--- config.mk ---
export PLATFORM = sky130hd
export DESIGN_NAME = m_macinv_bank
export DESIGN_NICKNAME = d
export VERILOG_FILES = /design/src/rtl/macinv_pkg.sv /design/src/rtl/m_macinv_bank_chan.sv /design/src/rtl/m_macinv_bank.sv
export SDC_FILE = /design/constraint.sdc
export NUM_CORES = 1
export LEC_CHECK = 0
export BUFFER_PORTS_ARGS = -buffer_cell sky130_fd_sc_hd__buf_2
export CAP_MARGIN = 20
export CORE_AREA = 2 2 39 41
export CTS_BUF_LIST = sky130_fd_sc_hd__clkbuf_8
export DETAILED_ROUTE_END_ITERATION = 7
export DIE_AREA = 0 0 41 43
export GPL_ROUTABILITY_DRIVEN = 1
export HOLD_SLACK_MARGIN = 0.02
export SLEW_MARGIN = 20
export SYNTH_ARGS = -nofsm -noshare
export SYNTH_HDL_FRONTEND = slang
export SYNTH_SLANG_ARGS = --single-unit
--- constraint.sdc ---
create_clock -name CLK -period 1.05 [get_ports CLK]
set_input_delay 0.2625 -clock CLK [delete_from_list [all_inputs] [get_ports CLK]]
set_output_delay 0.2625 -clock CLK [all_outputs]
set_load 0.03 [all_outputs]
--- src/rtl/macinv_pkg.sv ---
// Shared types and helpers for the m_macinv_bank polarity buffer.
package macinv_pkg;

  localparam int unsigned DEF_CHANNELS = 2;

  typedef logic [DEF_CHANNELS-1:0] chan_vec_t;

  // Stability counter width; never zero so the bypass configuration still elaborates.
  function automatic int unsigned cnt_width(int unsigned filt);
    return (filt == 0) ? 1 : $clog2(filt + 1);
  endfunction

  function automatic logic [63:0] pol_ones(int unsigned n);
    return (n >= 64) ? '1 : ((64'd1 << n) - 64'd1);
  endfunction

endpackage

--- src/rtl/m_macinv_bank_chan.sv ---
// One polarity-buffer channel: sample flop, stability filter, data and change pipelines.
module m_macinv_chan
  import macinv_pkg::*;
#(
  parameter int unsigned FILT    = 0,
  parameter int unsigned DEPTH   = 1,
  parameter logic        POL_RST = 1'b1
) (
  input  logic clk,
  input  logic rst,
  input  logic i,
  input  logic pol,
  output logic q,
  output logic chg
);

  localparam int unsigned CW = cnt_width(FILT);

  logic             s;
  logic             f;
  logic             upd_c;
  logic             flag;
  logic [DEPTH-1:0] dpipe;
  logic [DEPTH-1:0] cpipe;

  always_ff @(posedge clk or posedge rst) begin
    if (rst) s <= 1'b0;
    else     s <= i;
  end

  generate
    if (FILT == 0) begin : g_nofilt
      assign f     = s;
      assign upd_c = (i != s);
    end else begin : g_filt
      logic [CW-1:0] cnt;
      logic          fr;

      // Accept a change only after FILT consecutive differing samples.
      assign upd_c = (s != fr) && (cnt == CW'(FILT - 1));
      assign f     = fr;

      always_ff @(posedge clk or posedge rst) begin
        if (rst) begin
          fr  <= 1'b0;
          cnt <= '0;
        end else if (s == fr) begin
          cnt <= '0;
        end else if (upd_c) begin
          fr  <= s;
          cnt <= '0;
        end else begin
          cnt <= cnt + CW'(1);
        end
      end
    end
  endgenerate

  // Change flag lines up with F so CHG reaches the output with the new data.
  always_ff @(posedge clk or posedge rst) begin
    if (rst) flag <= 1'b0;
    else     flag <= upd_c;
  end

  always_ff @(posedge clk or posedge rst) begin
    if (rst) begin
      dpipe <= {DEPTH{POL_RST}};
      cpipe <= '0;
    end else begin
      dpipe[0] <= f ^ pol;
      cpipe[0] <= flag;
      for (int k = 1; k < DEPTH; k++) begin
        dpipe[k] <= dpipe[k-1];
        cpipe[k] <= cpipe[k-1];
      end
    end
  end

  assign q   = dpipe[DEPTH-1];
  assign chg = cpipe[DEPTH-1];

endmodule

--- src/rtl/m_macinv_bank.sv ---
// N-channel programmable-polarity buffer with optional deglitch and retimed outputs.
module m_macinv_bank
  import macinv_pkg::*;
#(
  parameter int unsigned          CHANNELS = 2,
  parameter int unsigned          FILT     = 0,
  parameter int unsigned          DEPTH    = 1,
  parameter logic [CHANNELS-1:0]  POL_RST  = CHANNELS'(pol_ones(CHANNELS))
) (
  input  logic                CLK,
  input  logic                RESET,
  input  logic [CHANNELS-1:0] I,
  input  logic                POL_WR,
  input  logic [CHANNELS-1:0] POL_D,
  output logic [CHANNELS-1:0] Q,
  output logic [CHANNELS-1:0] CHG,
  output logic [CHANNELS-1:0] POL
);

  // Polarity register is shared so all channels switch on the same edge.
  always_ff @(posedge CLK or posedge RESET) begin
    if (RESET)       POL <= POL_RST;
    else if (POL_WR) POL <= POL_D;
  end

  generate
    for (genvar g = 0; g < CHANNELS; g++) begin : g_chan
      m_macinv_chan #(
        .FILT    (FILT),
        .DEPTH   (DEPTH),
        .POL_RST (POL_RST[g])
      ) u_chan (
        .clk (CLK),
        .rst (RESET),
        .i   (I[g]),
        .pol (POL[g]),
        .q   (Q[g]),
        .chg (CHG[g])
      );
    end
  endgenerate

endmodule

==> After elaboration in Yosys (flattened, before gate mapping) <==
Index checks and enable logic that the tools add are counted.
{ "classes": {"bitwise": 2, "eq_ne": 2} }
{ "ops": {"columns": ["cell", "n"], "rows": [
  ["inequality test 1 bit", 2],
  ["XOR 1 bit", 2]
]} }
{ "totals": {"register_bits": 10, "out_inout_bits": 6, "elab_cells": 13, "input_bits": 7} }

==> Depth between registers and ports, before layout <==
Gate-level depths: netlist of the first run.
{ "depth": {"depth_word": 1, "mapped_depth": 1, "depth_no_buf": 1} }

==> Cells and area by module <==
A second synthesis of the first run with hierarchy kept.
{ "unflattened": {"hier_cells": 19, "area_unflattened_um2": 324.1} }
{ "by_module_without_submodules": {"columns": ["mod", "cells_each", "area_each_um2", "instances", "seq_area_each_um2"], "rows": [
  ["m_macinv_chan", 7, 122.6, 2, 101.3],
  ["m_macinv_bank", 5, 78.8, 1, 52.6]
]} }

==> Worst setup path after synthesis of the first run <==
No wires, ideal clock.
{ "synth_timing": {"path_kind": "register to output", "startpoint": "reg POL[0]", "endpoint": "out POL[0]", "required_ps": 787, "arrival_time_ps": 670, "slack_ps": 117, "path_stages_with_launch": 2, "n_path_buf": 1, "cell_sequence": "dfstp_2 buf_4"} }
{ "synth_rtl": {"columns": ["item", "line", "rtl"], "rows": [
  ["start, declared", "m_macinv_bank.sv:17", "output logic [CHANNELS-1:0] POL"],
  ["start signal, assigned", "m_macinv_bank.sv:22", "if (RESET) POL <= POL_RST;"],
  ["start signal, assigned", "m_macinv_bank.sv:23", "else if (POL_WR) POL <= POL_D;"]
]} }
No word-level cell between the ends.

==> Worst setup path in the final report of the first run <==
{ "layout_timing": {"startpoint": "reg POL[1]", "endpoint": "out POL[1]"} }
No word-level cell between the ends.

==> out/summary.md, run 1 <==
The run finished, with violations left. The checks that failed: negative setup slack. The startpoint identified for the worst register-to-register timing path is POL[1]. For this run, the number of standard cells in the final layout without fillers is 52.

The classification of the worst setup path is flip-flop to primary output. Yosys attributes the largest share of cell area to sky130_fd_sc_hd__dfrtp_1, sky130_fd_sc_hd__dfstp_2, sky130_fd_sc_hd__buf_4. Based on the critical path, the design can be clocked at up to 859 MHz. Measured in cells, the most critical reg-to-reg path has a length of 2. Setup violations remaining at the end of the flow were counted as 4. The worst setup path is launched from a flip-flop. The final layout contains routed wiring with a total length of 541 um.

The min-delay analysis places its worst path in the category input port to flip-flop. The deepest level of the CTS H-tree is 1. The congestion estimate from routability-driven global placement came to 0.611. Counting flops with a built-in enable in the synthesized netlist gives 0. VDD sags by at most 0.793 mV.

Setup repair after global routing could not meet its margin everywhere. The cell sitting at the root of the clock tree is a sky130_fd_sc_hd__clkbuf_8. The number of buffer cells added on primary ports came out at 12. Synthesis inferred 10 register bits.

The synthesized area per cell works out to 15.7 um^2. The logs give 0 for the number of inserted diodes and 2 for the buffer levels on the longest clock path. For the iteration count of the initial detailed-routing pass, the log shows 1. The number of global-route vias before repair was 230; the slew at the pin with the worst max-slew slack was 364 ps. The combined area of all synthesized cells is 362 um^2.

The slowest stage of the critical path belongs to the cell sky130_fd_sc_hd__dfstp_2. The logic depth of the worst setup path including buffers came out at 1. For the total CTS buffers, the log shows 3.

In the synthesized netlist the dominant register cell turns out to be sky130_fd_sc_hd__dfrtp_1. During I/O placement, the number of pins put on the boundary was 13. Counting tap cells, the placed design contains a total of 45 instances.

The post-layout worst setup margin is -114 ps, and the largest fanout of any net on the critical path is 2. When the netlist entered floorplanning its net count stood at 30. The wire length per cell was 10.4 um. The area growth from synthesis to layout is 38.8%.

Traced cell by cell, the critical path runs through buf_6. During synthesis, Yosys emitted a total of 0 warnings. The vertical extent of the die was 43 um; the maximum number of pins on one net before global-route repair was 11. On the final layout, the worst hold slack is 155 ps. The share of the synthesized area in the top cell type was 41.5%; the number of core rows was 14. The initial antenna violation count came out at 0. In this run the horizontal extent of the chip is 41 um. After clock tree synthesis, the clock-pin slew on the worst setup and hold paths is 50 ps.

Data arrives at the worst endpoint at 900 ps. The smallest clock period supported by the final layout is computed as 1160 ps. The proportion of layout cells with a drive suffix above 1 came out at 66.7%. The most critical setup path has its startpoint at POL[1]. In this run the worst setup path terminates at POL[1]. STA classifies the critical path endpoint as a primary output.

Sorting the synthesized cells by how often they occur yields sky130_fd_sc_hd__buf_4, sky130_fd_sc_hd__dfrtp_1, sky130_fd_sc_hd__dfstp_2, sky130_fd_sc_hd__xor2_1, sky130_fd_sc_hd__mux2_2. Dividing total power by cell area gives a power density of 2190 mW/mm^2. For this run, the slowest stage of the critical path takes 540 ps. Headroom to the max-slew limit came out at 75.7%. The setup slack of the most critical reg-to-reg path is 200 ps.

In the synthesized netlist the async set-or-reset flop fraction comes to 100%. The count of nets left with antenna violations once routing finished came out at 0. For the worst setup path, the data required time is 790 ps. On the final layout, the worst clock skew is 3.07 ps. The region available for standard cell placement spans 0.00138 mm^2. For this design, the sink count on the clock tree is 10. The run gives 0.241 nW as the leakage dissipation. The count of final hold-check violations is 0, and the effective utilization at floorplan is 26.1%. The floorplan step defined a die boundary enclosing 0.00176 mm^2. The total grt overflow came out at 0.

The post-route fraction of the period consumed by the critical path was 111%. In this run the critical register-to-register path is captured at g_chan[1].u_chan.q. The share of the Yosys chip area taken by registers is 70.6%.

The buffers plus inverters on the worst setup path works out to 1. After detailed routing, the number of remaining DRC violations is 0. The max-cap violation count is 0, and the count of distinct cell types in the synthesized netlist is 6. The final route contains 206 vias.

The max-slew violation total from the final report was 0; the number of vias per cell after detailed routing was 3.96. TritonCTS built the clock tree. The run gives 44 as the number of nets in the layout.

The later pin in the worst-skew pair is clocked with a latency of 240 ps. On the critical path the largest part of the delay comes from flip-flops. The leading area contributor after synthesis is sky130_fd_sc_hd__dfrtp_1. For this block, the initial DRC count from the detailed router was 0.

The tools report the first-pass GRT wire length as 903 um. The tools report the number of cells produced by synthesis as 23. Aggregate global-route resource usage: 8.76%.
## cells by family after synthesis
logic type / share of synthesized area, %
flip-flops: 70.6
buffers and inverters: 13.5
XOR/XNOR: 9.69
multiplexers: 6.23
## per-stage QoR
step,util (%),total power [mW],setup TNS [ps],instance area [um^2],setup WS [ps]
floorplan,-,0.582,0,362,117
global placement,28.7,0.586,0,397,68.9
detailed placement,28.7,0.590,0,397,65.7
CTS,36.3,1.12,-425,502,-118
global route,36.3,1.15,-477,502,-135
finish,36.3,1.10,-394,502,-114
## cell usage in the layout (no fill, tap or decap)
cell	count
sky130_fd_sc_hd__clkbuf_8	4
sky130_fd_sc_hd__buf_4	2
sky130_fd_sc_hd__xor2_1	4
sky130_fd_sc_hd__dfstp_2	4
sky130_fd_sc_hd__mux2_2	2
sky130_fd_sc_hd__buf_6	4
sky130_fd_sc_hd__dfrtp_1	6
sky130_fd_sc_hd__inv_1	1
sky130_fd_sc_hd__dlygate4sd3_1	1
sky130_fd_sc_hd__buf_2	8
## power breakdown
group / internal, mW / switching [mW] / leakage (nW) / total, mW
registers: 0.440 / 0.0170 / 0.112 / 0.457
clock network: 0.329 / 0.147 / 0.0288 / 0.476
logic: 0.0760 / 0.0915 / 0.0999 / 0.168
total: 0.845 / 0.256 / 0.241 / 1.10
## worst min path at each step
stage                           endpoint  cells past startpoint  startpoint
CTS                   g_chan[0].u_chan.f                      1        I[0]
finish                g_chan[0].u_chan.f                      1        I[0]
global placement    g_chan[1].u_chan.chg                      2       RESET
detailed placement  g_chan[1].u_chan.chg                      2       RESET
floorplan           g_chan[0].u_chan.chg                      1       RESET
global route          g_chan[0].u_chan.f                      1        I[0]
## repair_timing
action / 4_1_cts / 5_1_grt
hold endpoints to repair: 6 / 0
hold buffers: 1 / 0
resized for setup: 8 / 0
setup buffers: 2 / 0
endpoints found under the setup margin: 4 / 4
## layer usage
layer | vias up | global-route usage, % | wire length (um)
li1 | 89 | - | -
met1 | 101 | 7.74 | 174
met2 | 11 | 12.2 | 274
met3 | 5 | 4.71 | 60
met4 | 0 | 10.0 | 31
met5 | - | 0 | 0
## registers in the layout, indices dropped and copies added, names as in the netlist
signal,flops
g_chan.u_chan.chg,2
g_chan.u_chan.flag,2
POL,2
g_chan.u_chan.f,2
g_chan.u_chan.q,2
## area by class of cell
| cell class | count | area, um^2 |
|---|---|---|
| fillers | 135 | 882 |
| flip-flops and latches | 10 | 255 |
| repair buffers | 15 | 110 |
| multi-input cells | 6 | 57.6 |
| clock buffers | 4 | 55.1 |
| well taps | 16 | 20.0 |
| inverters | 1 | 3.75 |
(Power assumes the default switching activity.)
==> inputs of run 2 (changes only) <==
--- a/config.mk
+++ b/config.mk
@@ -8,7 +8,6 @@
 export BUFFER_PORTS_ARGS = -buffer_cell sky130_fd_sc_hd__buf_2
 export CAP_MARGIN = 20
 export CORE_AREA = 2 2 39 41
-export CTS_BUF_LIST = sky130_fd_sc_hd__clkbuf_8
 export DETAILED_ROUTE_END_ITERATION = 7
 export DIE_AREA = 0 0 41 43
 export GPL_ROUTABILITY_DRIVEN = 1
==> out/summary.md, run 2 (same netlist as run 1, synthesis figures left out) <==
The remaining antenna violation count came out at 0 (unchanged). The post-layout worst setup margin was -143 ps (was -114 ps); the area of the placeable core was 0.00138 mm^2 (unchanged). The number of vias per cell after detailed routing came out at 3.94 (was 3.96). The cell internal power dissipation is 734 uW (was 845 uW), and the post-route fraction of the period consumed by the critical path is 114% (was 111%). The endpoint type of the worst setup path was a primary output (unchanged). For the highest clock rate, the log shows 838 MHz (was 859 MHz). The number of top-level pins is 13 (unchanged).

Initial antenna violation count: 0 (unchanged). The total CTS buffers came out at 3 (unchanged). The number of filler cells placed in the layout is 135 (unchanged), and the vertical extent of the die is 43 um (unchanged).

The fraction of power spent switching nets came out at 24.4% (was 23.2%). For the number of placed instances with taps included, the log shows 45 (unchanged). Data required time of the worst path: 790 ps (about the same). The stage delay of the slowest cell on the critical path came out at 540 ps (about the same). The run gives 57.6 um^2 (unchanged) as the multi-input combinational cell area. The number of inserted diodes is 0 (unchanged), and the synthesis-to-layout area growth is 37.0% (was 38.8%). Worst IR drop on VDD: 0.819 mV (was 0.793 mV). The slew at the pin with the worst max-slew slack is 364 ps (about the same). The run gives 205 (was 206) as the total via count after detailed routing. The combinational power share was 18.2% (was 15.2%); the switching power summed over all nets was 237 uW (was 256 uW).

The critical path's slowest cell was sky130_fd_sc_hd__dfstp_2 (unchanged). The tools report the power share of the clock group as 34.7% (was 43.3%). The number of buffer cells added on primary ports was 12 (unchanged); the aggregate global-route resource usage was 8.15% (was 8.76%). The type of the most critical hold path is input port to flip-flop (unchanged). The run gives 10.9% (was 12.2%) as the met2 demand-to-capacity share in global routing.

For the area of the die, the log shows 0.00176 mm^2 (unchanged). Busiest layer in global routing: met2 (unchanged). The proportion of layout cells with a drive suffix above 1 was 66.7% (unchanged); the final routed DRC violation total was 0 (unchanged). The worst-case clock skew was 2.54 ps (was 3.07 ps). The run gives 26.1% (unchanged) as the effective utilization at floorplan. The critical path's top delay family is flip-flops (unchanged).

The critical path arrival is 930 ps (was 900 ps). The number of nets in the layout came out at 44 (unchanged). The total grt overflow is 0 (unchanged), and the clock edge transition at the registers on the reported setup and hold paths is 60 ps (was 50 ps). Violations in the final reports: negative setup slack (unchanged). The tools report the setup slack after placement as 65.7 ps (unchanged). Leakage dissipation: 0.237 nW (was 0.241 nW). The logs give 35.8% (was 36.3%) for the share of the core filled with cells in the final layout and 1 (unchanged) for the deepest level of the CTS H-tree.

Cell Chain, Critical Path: buf_6 (unchanged). The clock latency reported for the late side of the worst-skew pair was 260 ps (was 240 ps). Classification of the worst setup path: flip-flop to primary output (unchanged).

The tools report the element type at the critical path start as a flip-flop (unchanged). The normalized max-slew margin is 75.7% (about the same), and the placer's final routability congestion estimate is 0.611 (unchanged). The logs give 47.1% (was 41.5%) for the sequential share of power and 129 ps (was 155 ps) for the tightest hold margin.

The non-filler instance count after layout is 52 (unchanged). The run gives 0 (unchanged) as the iteration-0 DRC count of the detailed router. The logs give 11 (unchanged) for the maximum number of pins on one net before global-route repair and 255 um^2 (unchanged) for the area occupied by registers. The final setup violation count was 4 (unchanged).

Clock tree root driver cell: sky130_fd_sc_hd__clkbuf_4 (was sky130_fd_sc_hd__clkbuf_8). The buffer levels on the longest clock path was 2 (unchanged). Largest fanout of any net on the critical path: 2 (unchanged).

The run gives 522 um (was 541 um) as the total wire length. The die width is 41 um (unchanged), and the number of global-route vias before repair is 224 (was 230). The max-cap violation count was 0 (unchanged); the clock sink count was 10 (unchanged). The wire length per cell was 10.0 um (was 10.4 um); the iteration count of the initial detailed-routing pass was 1 (unchanged).

The minimum clock period after layout is 1190 ps (was 1160 ps). The run finished, with violations left. The buffers plus inverters on the worst setup path is 1 (unchanged). Leading cell types in the layout, fill and taps excluded: sky130_fd_sc_hd__dfrtp_1, sky130_fd_sc_hd__buf_2, sky130_fd_sc_hd__buf_6 (was sky130_fd_sc_hd__buf_2, sky130_fd_sc_hd__dfrtp_1).

The logs give 14 (unchanged) for the number of core rows and 0 (unchanged) for the count of final hold-check violations. Ratio of total power to cell area: 1960 mW/mm^2 (was 2190 mW/mm^2). Global routing met3 resource utilization: 4.71% (unchanged). TritonCTS built the clock tree. The max-slew violation total from the final report came out at 0 (unchanged). The first-pass GRT wire length is 862 um (was 903 um). Setup repair after global routing could not meet its margin everywhere. The met1 global-route usage is 8.08% (was 7.74%).
==> run 2: cell counts in the layout (fill, tap and decap cells not counted) <==
No cell type changed its count.
==> run 2: final cells by class <==
class / count / area share (%)
flip-flops and latches: 10 / 51.5
repair buffers: 15 / 24.7
multi-input cells: 6 / 11.6
clock buffers: 4 / 7.32
well taps: 16 / 4.04
inverters: 1 / 0.758
==> run 2: layer usage <==
layer  share of wire (%)  wire length, um
met2                  52              270
met4                 1.3                7
met3                  11               56
met5                   0                0
met1                  36              188
==> run 2: stage by stage <==
stage,power [mW],TNS (ps),instance area [um^2]
2_1_floorplan,0.582,0,362
3_3_place_gp,0.586,0,397
3_5_place_dp,0.590,0,397
4_1_cts,0.988,-555,495
5_1_grt,1.02,-641,495
6_report,0.972,-513,495
==> run 2: path summary, 6_finish.rpt <==
| kind | slack, ps | from | depth (start not counted) | to |
|---|---|---|---|---|
| max | -140 | POL[1] | 1 | POL[1] |
| min | 130 | I[1] | 1 | g_chan[1].u_chan.f |
| max in group asynchronous | 230 | RESET | 3 | POL[1] |
| min in group asynchronous | 510 | RESET | 3 | g_chan[1].u_chan.flag |
| max reg2reg | 200 | POL[1] | 2 | POL[1] |
| min reg2reg | 350 | g_chan[1].u_chan.flag | 0 | g_chan[1].u_chan.chg |
==> run 2: power groups by stage <==
stage               registers [mW]  logic [mW]  clock network, mW
floorplan                    0.458       0.124                  0
global placement             0.459       0.127                  0
detailed placement           0.461       0.130                  0
CTS                          0.458       0.179              0.351
global route                 0.460       0.189              0.370
finish                       0.458       0.177              0.337
==> run 2: repair_timing <==
item                                    4_1_cts  5_1_grt
setup buffers                                 2        0
pin swaps                                     0        0
gates cloned                                  0        0
endpoints found under the setup margin        6        6
hold endpoints to repair                      6        0
gates resized for setup                      12        0
hold buffers                                  1        0
